[src/rtl/rv_ctrl_pkg.sv]
// Shared control constants for the multi-cycle RV32 datapath: opcodes, FSM
// states, ALU modes and small opcode/branch decode helpers.
package rv_ctrl_pkg;

    localparam logic [6:0] OPC_R      = 7'b0110011;
    localparam logic [6:0] OPC_I      = 7'b0010011;
    localparam logic [6:0] OPC_LOAD   = 7'b0000011;
    localparam logic [6:0] OPC_STORE  = 7'b0100011;
    localparam logic [6:0] OPC_BRANCH = 7'b1100011;

    localparam logic [1:0] ALU_ADD   = 2'b00;
    localparam logic [1:0] ALU_SUB   = 2'b01;
    localparam logic [1:0] ALU_FUNCT = 2'b10;

    localparam logic [2:0] F3_BEQ = 3'b000;
    localparam logic [2:0] F3_BNE = 3'b001;

    typedef enum logic [2:0] {
        ST_FETCH  = 3'd0,
        ST_DECODE = 3'd1,
        ST_EXEC   = 3'd2,
        ST_MEM    = 3'd3,
        ST_WB     = 3'd4,
        ST_FAULT  = 3'd5
    } state_t;

    typedef enum logic [2:0] {
        CLS_R      = 3'd0,
        CLS_I      = 3'd1,
        CLS_LOAD   = 3'd2,
        CLS_STORE  = 3'd3,
        CLS_BRANCH = 3'd4,
        CLS_BAD    = 3'd5
    } op_cls_t;

    function automatic op_cls_t classify_opcode(input logic [6:0] opcode);
        op_cls_t cls;
        case (opcode)
            OPC_R:      cls = CLS_R;
            OPC_I:      cls = CLS_I;
            OPC_LOAD:   cls = CLS_LOAD;
            OPC_STORE:  cls = CLS_STORE;
            OPC_BRANCH: cls = CLS_BRANCH;
            default:    cls = CLS_BAD;
        endcase
        return cls;
    endfunction

    function automatic logic branch_supported(input logic [2:0] funct3);
        return (funct3 == F3_BEQ) || (funct3 == F3_BNE);
    endfunction

    function automatic logic branch_taken(input logic [2:0] funct3, input logic zero);
        logic taken;
        case (funct3)
            F3_BEQ:  taken = zero;
            F3_BNE:  taken = ~zero;
            default: taken = 1'b0;
        endcase
        return taken;
    endfunction

endpackage

[src/rtl/mc_control_mem_wait_timer.sv]
// Memory wait counter: counts cycles without mem_ready since the last clear and
// flags the final allowed cycle before a timeout.
module mem_wait_timer #(
    parameter int TIMEOUT_CYC = 16
) (
    input  logic clk,
    input  logic reset,
    input  logic clear,
    input  logic tick,
    output logic expired
);

    localparam int CW = (TIMEOUT_CYC > 1) ? $clog2(TIMEOUT_CYC) : 1;
    localparam logic [CW-1:0] LAST = CW'(TIMEOUT_CYC - 1);

    logic [CW-1:0] r_count;

    // Wait counter; saturates at LAST so it never wraps back to a safe value.
    always_ff @(posedge clk or posedge reset) begin
        if (reset) begin
            r_count <= '0;
        end else if (clear) begin
            r_count <= '0;
        end else if (tick && (r_count != LAST)) begin
            r_count <= r_count + CW'(1);
        end else begin
            r_count <= r_count;
        end
    end

    assign expired = (r_count == LAST);

endmodule

[src/rtl/mc_control.sv]
// Multi-cycle RV32 control FSM: FETCH/DECODE/EXEC/MEM/WB with a sticky FAULT
// state for illegal opcodes, unsupported branches and memory timeouts.
module mc_control
    import rv_ctrl_pkg::*;
#(
    parameter int TIMEOUT_CYC = 16
) (
    input  logic        clk,
    input  logic        reset,
    input  logic [31:0] instruction,
    input  logic        zero,
    input  logic        mem_ready,
    output logic        mem_read,
    output logic        mem_write,
    output logic        iord,
    output logic        ir_write,
    output logic        pc_write,
    output logic        pc_src,
    output logic        alu_src_b,
    output logic [1:0]  alu_op,
    output logic        reg_write,
    output logic        mem_to_reg,
    output logic        fault
);

    state_t     r_state;
    state_t     w_next;
    op_cls_t    r_cls;
    logic [2:0] r_funct3;

    logic       w_expired;
    logic       w_clear;
    logic       w_tick;

    logic       w_mem_read;
    logic       w_mem_write;
    logic       w_iord;
    logic       w_ir_write;
    logic       w_pc_write;
    logic       w_pc_src;
    logic       w_alu_src_b;
    logic [1:0] w_alu_op;
    logic       w_reg_write;
    logic       w_mem_to_reg;
    logic       w_fault;

    logic       w_unused_ir;
    assign w_unused_ir = ^{instruction[31:15], instruction[11:7]};

    // Counter restarts on every state change so each FETCH/MEM entry gets a full budget.
    assign w_clear = (w_next != r_state);
    assign w_tick  = ((r_state == ST_FETCH) || (r_state == ST_MEM)) && !mem_ready;

    mem_wait_timer #(
        .TIMEOUT_CYC(TIMEOUT_CYC)
    ) u_wait_timer (
        .clk     (clk),
        .reset   (reset),
        .clear   (w_clear),
        .tick    (w_tick),
        .expired (w_expired)
    );

    // State register plus the instruction class/funct3 captured while in DECODE.
    always_ff @(posedge clk or posedge reset) begin
        if (reset) begin
            r_state  <= ST_FETCH;
            r_cls    <= CLS_BAD;
            r_funct3 <= 3'b000;
        end else begin
            r_state <= w_next;
            if (r_state == ST_DECODE) begin
                r_cls    <= classify_opcode(instruction[6:0]);
                r_funct3 <= instruction[14:12];
            end else begin
                r_cls    <= r_cls;
                r_funct3 <= r_funct3;
            end
        end
    end

    // Next-state and control decode from the registered state and instruction class.
    always_comb begin
        w_next       = r_state;
        w_mem_read   = 1'b0;
        w_mem_write  = 1'b0;
        w_iord       = 1'b0;
        w_ir_write   = 1'b0;
        w_pc_write   = 1'b0;
        w_pc_src     = 1'b0;
        w_alu_src_b  = 1'b0;
        w_alu_op     = ALU_ADD;
        w_reg_write  = 1'b0;
        w_mem_to_reg = 1'b0;
        w_fault      = 1'b0;
        case (r_state)
            ST_FETCH: begin
                w_mem_read = 1'b1;
                if (mem_ready) begin
                    w_ir_write = 1'b1;
                    w_pc_write = 1'b1;
                    w_next     = ST_DECODE;
                end else if (w_expired) begin
                    w_next = ST_FAULT;
                end else begin
                    w_next = ST_FETCH;
                end
            end
            ST_DECODE: begin
                if (classify_opcode(instruction[6:0]) == CLS_BAD) begin
                    w_next = ST_FAULT;
                end else begin
                    w_next = ST_EXEC;
                end
            end
            ST_EXEC: begin
                case (r_cls)
                    CLS_R: begin
                        w_alu_op = ALU_FUNCT;
                        w_next   = ST_WB;
                    end
                    CLS_I: begin
                        w_alu_src_b = 1'b1;
                        w_alu_op    = ALU_FUNCT;
                        w_next      = ST_WB;
                    end
                    CLS_LOAD, CLS_STORE: begin
                        w_alu_src_b = 1'b1;
                        w_alu_op    = ALU_ADD;
                        w_next      = ST_MEM;
                    end
                    CLS_BRANCH: begin
                        w_alu_op = ALU_SUB;
                        if (!branch_supported(r_funct3)) begin
                            w_next = ST_FAULT;
                        end else if (branch_taken(r_funct3, zero)) begin
                            w_pc_write = 1'b1;
                            w_pc_src   = 1'b1;
                            w_next     = ST_FETCH;
                        end else begin
                            w_next = ST_FETCH;
                        end
                    end
                    default: begin
                        w_next = ST_FAULT;
                    end
                endcase
            end
            ST_MEM: begin
                w_iord      = 1'b1;
                w_mem_read  = (r_cls == CLS_LOAD);
                w_mem_write = (r_cls == CLS_STORE);
                if (mem_ready) begin
                    if (r_cls == CLS_LOAD) begin
                        w_next = ST_WB;
                    end else begin
                        w_next = ST_FETCH;
                    end
                end else if (w_expired) begin
                    w_next = ST_FAULT;
                end else begin
                    w_next = ST_MEM;
                end
            end
            ST_WB: begin
                w_reg_write  = 1'b1;
                w_mem_to_reg = (r_cls == CLS_LOAD);
                w_next       = ST_FETCH;
            end
            ST_FAULT: begin
                w_fault = 1'b1;
                w_next  = ST_FAULT;
            end
            default: begin
                w_fault = 1'b1;
                w_next  = ST_FAULT;
            end
        endcase
    end

    // Reset masks every output at once so an in-flight access is dropped without a completion strobe.
    assign mem_read   = w_mem_read   & ~reset;
    assign mem_write  = w_mem_write  & ~reset;
    assign iord       = w_iord       & ~reset;
    assign ir_write   = w_ir_write   & ~reset;
    assign pc_write   = w_pc_write   & ~reset;
    assign pc_src     = w_pc_src     & ~reset;
    assign alu_src_b  = w_alu_src_b  & ~reset;
    assign alu_op     = w_alu_op     & {2{~reset}};
    assign reg_write  = w_reg_write  & ~reset;
    assign mem_to_reg = w_mem_to_reg & ~reset;
    assign fault      = w_fault      & ~reset;

endmodule

[config.mk]
export PLATFORM = sky130hd
export DESIGN_NAME = mc_control
export DESIGN_NICKNAME = d
export VERILOG_FILES = /design/src/rtl/rv_ctrl_pkg.sv /design/src/rtl/mc_control_mem_wait_timer.sv /design/src/rtl/mc_control.sv
export SDC_FILE = /design/constraint.sdc
export NUM_CORES = 1
export LEC_CHECK = 0
export ABC_CLOCK_PERIOD_IN_PS = 2450
export CORE_MARGIN = 8
export CORE_UTILIZATION = 43
export CTS_CLUSTER_SIZE = 40
export DETAILED_ROUTE_END_ITERATION = 8
export GPL_ROUTABILITY_DRIVEN = 1
export PLACE_DENSITY_LB_ADDON = 0.15
export SYNTH_ARGS = -nofsm -noshare
export SYNTH_HDL_FRONTEND = slang
export SYNTH_SLANG_ARGS = --single-unit
[constraint.sdc]
create_clock -name clk -period 2.45 [get_ports clk]
set_clock_uncertainty 0.05 [all_clocks]
set_input_delay 0.49 -clock clk [delete_from_list [all_inputs] [get_ports clk]]
set_output_delay 0.49 -clock clk [all_outputs]
set_load 0.03 [all_outputs]
==> impl_metrics.yaml <==
layout:
  num_antenna_cells: 0
  num-fill-cells: 205
  layout-drive-gt1-share: 0.290
  instances_no_fill: 166
  area_delta_synth_final_pct: 33.0
  final_design_area_no_fill_um2: 1300
  layout.nets: 176
placed_design:
  gpl.final_weighted_congestion: 0.916
  buffer_ports.inserted: 25
  placed_cell_area_um2: 1270
  placed_cells_incl_taps: 162
  detailedPlacementHpwl_um: 2070
  place_ws_ns: -0.133
sta:
  final_hold_viol_count: 0
  finalCritPeriodShare: 0.955
  worst_hold_margin_ns: 0.356
  finalWorstPathRequiredPeriod_ns: 2.34
  achievable-frequency_ghz: 0.427
  max_slew_margin: 0.715
  worstMarginPinSlew_ns: 0.428
  rsz0062_at_grt: "no"
  drv_slew: 0
  setup_slack_after_layout_ns: 0.110
  setup_violations: 0
clock_tree:
  max_buffers_root_to_sink: 2
  cts.root.buffer_cell: "clkbuf_4"
  cts_tree: "yes"
  ctsResizeCount: 2
  cts-buffers-inserted: 3
  tritoncts_num_sinks: 13
  worst_setup_hold_path_clk_slew_ns: 0.08
  cts_htree_levels: 1
  holdBufCountCts: 0
  clkLatencyLatePin_ns: 0.27
  post_cts.repair.setup_buffers: 0
die:
  chipHeight_um: 63.7
  initial_core_util: 0.446
  design.core.area_um2: 2190
  fp-row-count: 17
  dieArea_um2: 4050
  pin_count: 48
  die-width_um: 63.7
synthesis:
  netlist_area_um2: 977
  synth-edff-count: 0
  yosysWarnings: 0
  avgSynthCellArea_um2: 9.31
  post_synthesis_compound_gate_area_fraction: 0.237
  synth.area.top_cells: "dfrtp_1 28%, mux2_2 5.8%, dfstp_2 5.4%"
  synth.yosys.seq_area_share: 0.335
  synth_top_area_frac: 0.282
  synth_fa_ha_area_frac: 0.0128
  yosys_most_used_dff: "dfrtp_1"
  library_cell_with_the_largest_summed_area_after_synthesis: "dfrtp_1"
  synth_async_sr_flop_share: 1.00
  synth.ff_latch_count: 13
  yosys.area_share.simple: 0.254
  synthXorXnorAreaFrac: 0.0448
  syn_inst: 105
  synthMuxAreaShare: 0.0679
  syn_nets: 142
  synth_top_family_by_area: "simple AND/OR/NAND/NOR gates"
  ys_types: 41
global_route:
  grt-busiest-layer: "met2"
  wire_length_of_the_first_global_routing_pass_um: 4470
  use_met3: 0.0406
  grt_start_max_net_pins: 15
  first_global_vias: 1032
  grt_remaining_overflow: 0
  grt.met2_usage: 0.227
  global_route.usage.total: 0.135
  grt_util_met1: 0.147
  grt_antenna_before_repair: 0
critical_path:
  path_cells: "dlygate4sd2_1, nor4b_2, buf_4, and3_1, and3_1, or2_2, buf_4"
  worst_path_maximum_fanout: 2
  start_kind: "input pin"
  r2r_slack_ns: 0.68
  timing.critical_path.slowest_cell_delay_ns: 0.29
  crit_path_end_kind: "output port"
  required_ns: 1.91
  worst-setup-path-type: "in -> out"
  timing.critical_path.arrival_ns: 1.80
  critical_path.slowest_cell: "nor4b_2"
routing:
  drtAntennaViolNets: 0
  vias: 935
  drt_drc_violations_left: 0
  drt-wirelength-per-cell_um: 15.5
  drt_first_pass_iters: 4
  detailed_route_iter0_violations: 42
  drt_wl_total_um: 2570
  routed_via_density: 5.63
min_path:
  min-delay-path-class: "in -> async"
job:
  cap_violations: 0
power:
  power.density_cell_area_nw_per_um2: 313
  vdd.ir_drop.worst_mv: 0.276
  cellLeakagePower_nw: 0.566
status:
  run_status: "finished clean"
-- critical path, delay by kind of cell --
kind | cells | cell delay, ns
AND/OR/NAND/NOR | 4 | 0.74
buffers and inverters | 3 | 0.57
-- layout make-up --
| class | count | area [um2] | share of cell area |
|---|---|---|---|
| clock buffer | 4 | 26.3 | 0.0202 |
| inverter | 5 | 18.8 | 0.0144 |
| tap | 28 | 35.0 | 0.0269 |
| multi-input combinational | 83 | 613 | 0.472 |
| sequential | 13 | 328 | 0.252 |
| timing repair buffer | 33 | 279 | 0.215 |
-- flip-flops by register name, indices dropped and copies added (netlist names) --
name,flops
u_wait_timer.r_count,4
r_cls,3
r_funct3,3
r_state,3
-- per-layer routing --
layer | vias up | share of wire
met5 | - | 0
met4 | 0 | 0.013
met3 | 4 | 0.062
met2 | 27 | 0.48
met1 | 448 | 0.45
li1 | 456 | -
-- placed cells by master, fill, tap and decap left out, types with 2 or more instances in the layout --
| master | instances |
|---|---|
| clkbuf_4 | 3 |
| dfrtp_1 | 11 |
| nand2b_1 | 2 |
| xnor2_1 | 2 |
| nand2_1 | 4 |
| and3_1 | 4 |
| nor2_1 | 12 |
| o21ai_0 | 9 |
| nor3_1 | 6 |
| xor2_1 | 3 |
| a211oi_1 | 3 |
| mux2_2 | 5 |
| inv_1 | 5 |
| buf_4 | 20 |
| or3b_1 | 2 |
| nand3_1 | 2 |
| dfstp_2 | 2 |
| a21oi_1 | 5 |
| nor3_2 | 3 |
| clkdlybuf4s50_1 | 12 |
-- kinds of logic after synthesis --
| family | count (synthesis) |
|---|---|
| buf+inv | 9 |
| xor+xnor | 5 |
| simple gates | 41 |
| fa+ha+maj | 1 |
| mux | 6 |
| flops | 13 |
| compound gates | 30 |
-- synthesized netlist by cell type (all sizes together), types with 3 or more instances --
cell,count
mux2,5
nor3,9
and3,4
inv,5
xor2,3
nor2,12
nand2,4
buf,4
o21ai,9
a21oi,5
a211oi,4
dfrtp,11
-- final timing paths --
| path | start | cells after the start | end |
|---|---|---|---|
| max in group asynchronous | reset | 4 | r_cls[0]$_DFFE_PP1P_ |
| min in group clk | r_funct3[0]$_DFFE_PP0P_ | 1 | r_funct3[0]$_DFFE_PP0P_ |
| worst min-delay path | reset | 3 | r_state[0]$_DFF_PP0_ |
| worst max-delay path | reset | 7 | pc_write |
| worst min register to register | r_funct3[0]$_DFFE_PP0P_ | 1 | r_funct3[0]$_DFFE_PP0P_ |
| worst max register to register | r_state[1]$_DFF_PP0_ | 5 | u_wait_timer.r_count[2]$_DFFE_PP0P_ |
-- where the power goes --
| group | switching [mW] | internal, mW |
|---|---|---|
| sequential | 0.00303 | 0.217 |
| combinational | 0.0251 | 0.0315 |
| clock | 0.0677 | 0.0631 |
| total | 0.0958 | 0.312 |
-- per-stage QoR --
stage / power [mW] / setup TNS (ns) / util
global placement: 0.279 / -0.226 / 0.579
finish: 0.407 / 0 / 0.593
CTS: 0.414 / 0 / 0.593
floorplan: 0.246 / 0 / -
global route: 0.432 / 0 / 0.593
detailed placement: 0.281 / -0.165 / 0.579
(Power assumes the default switching activity.)
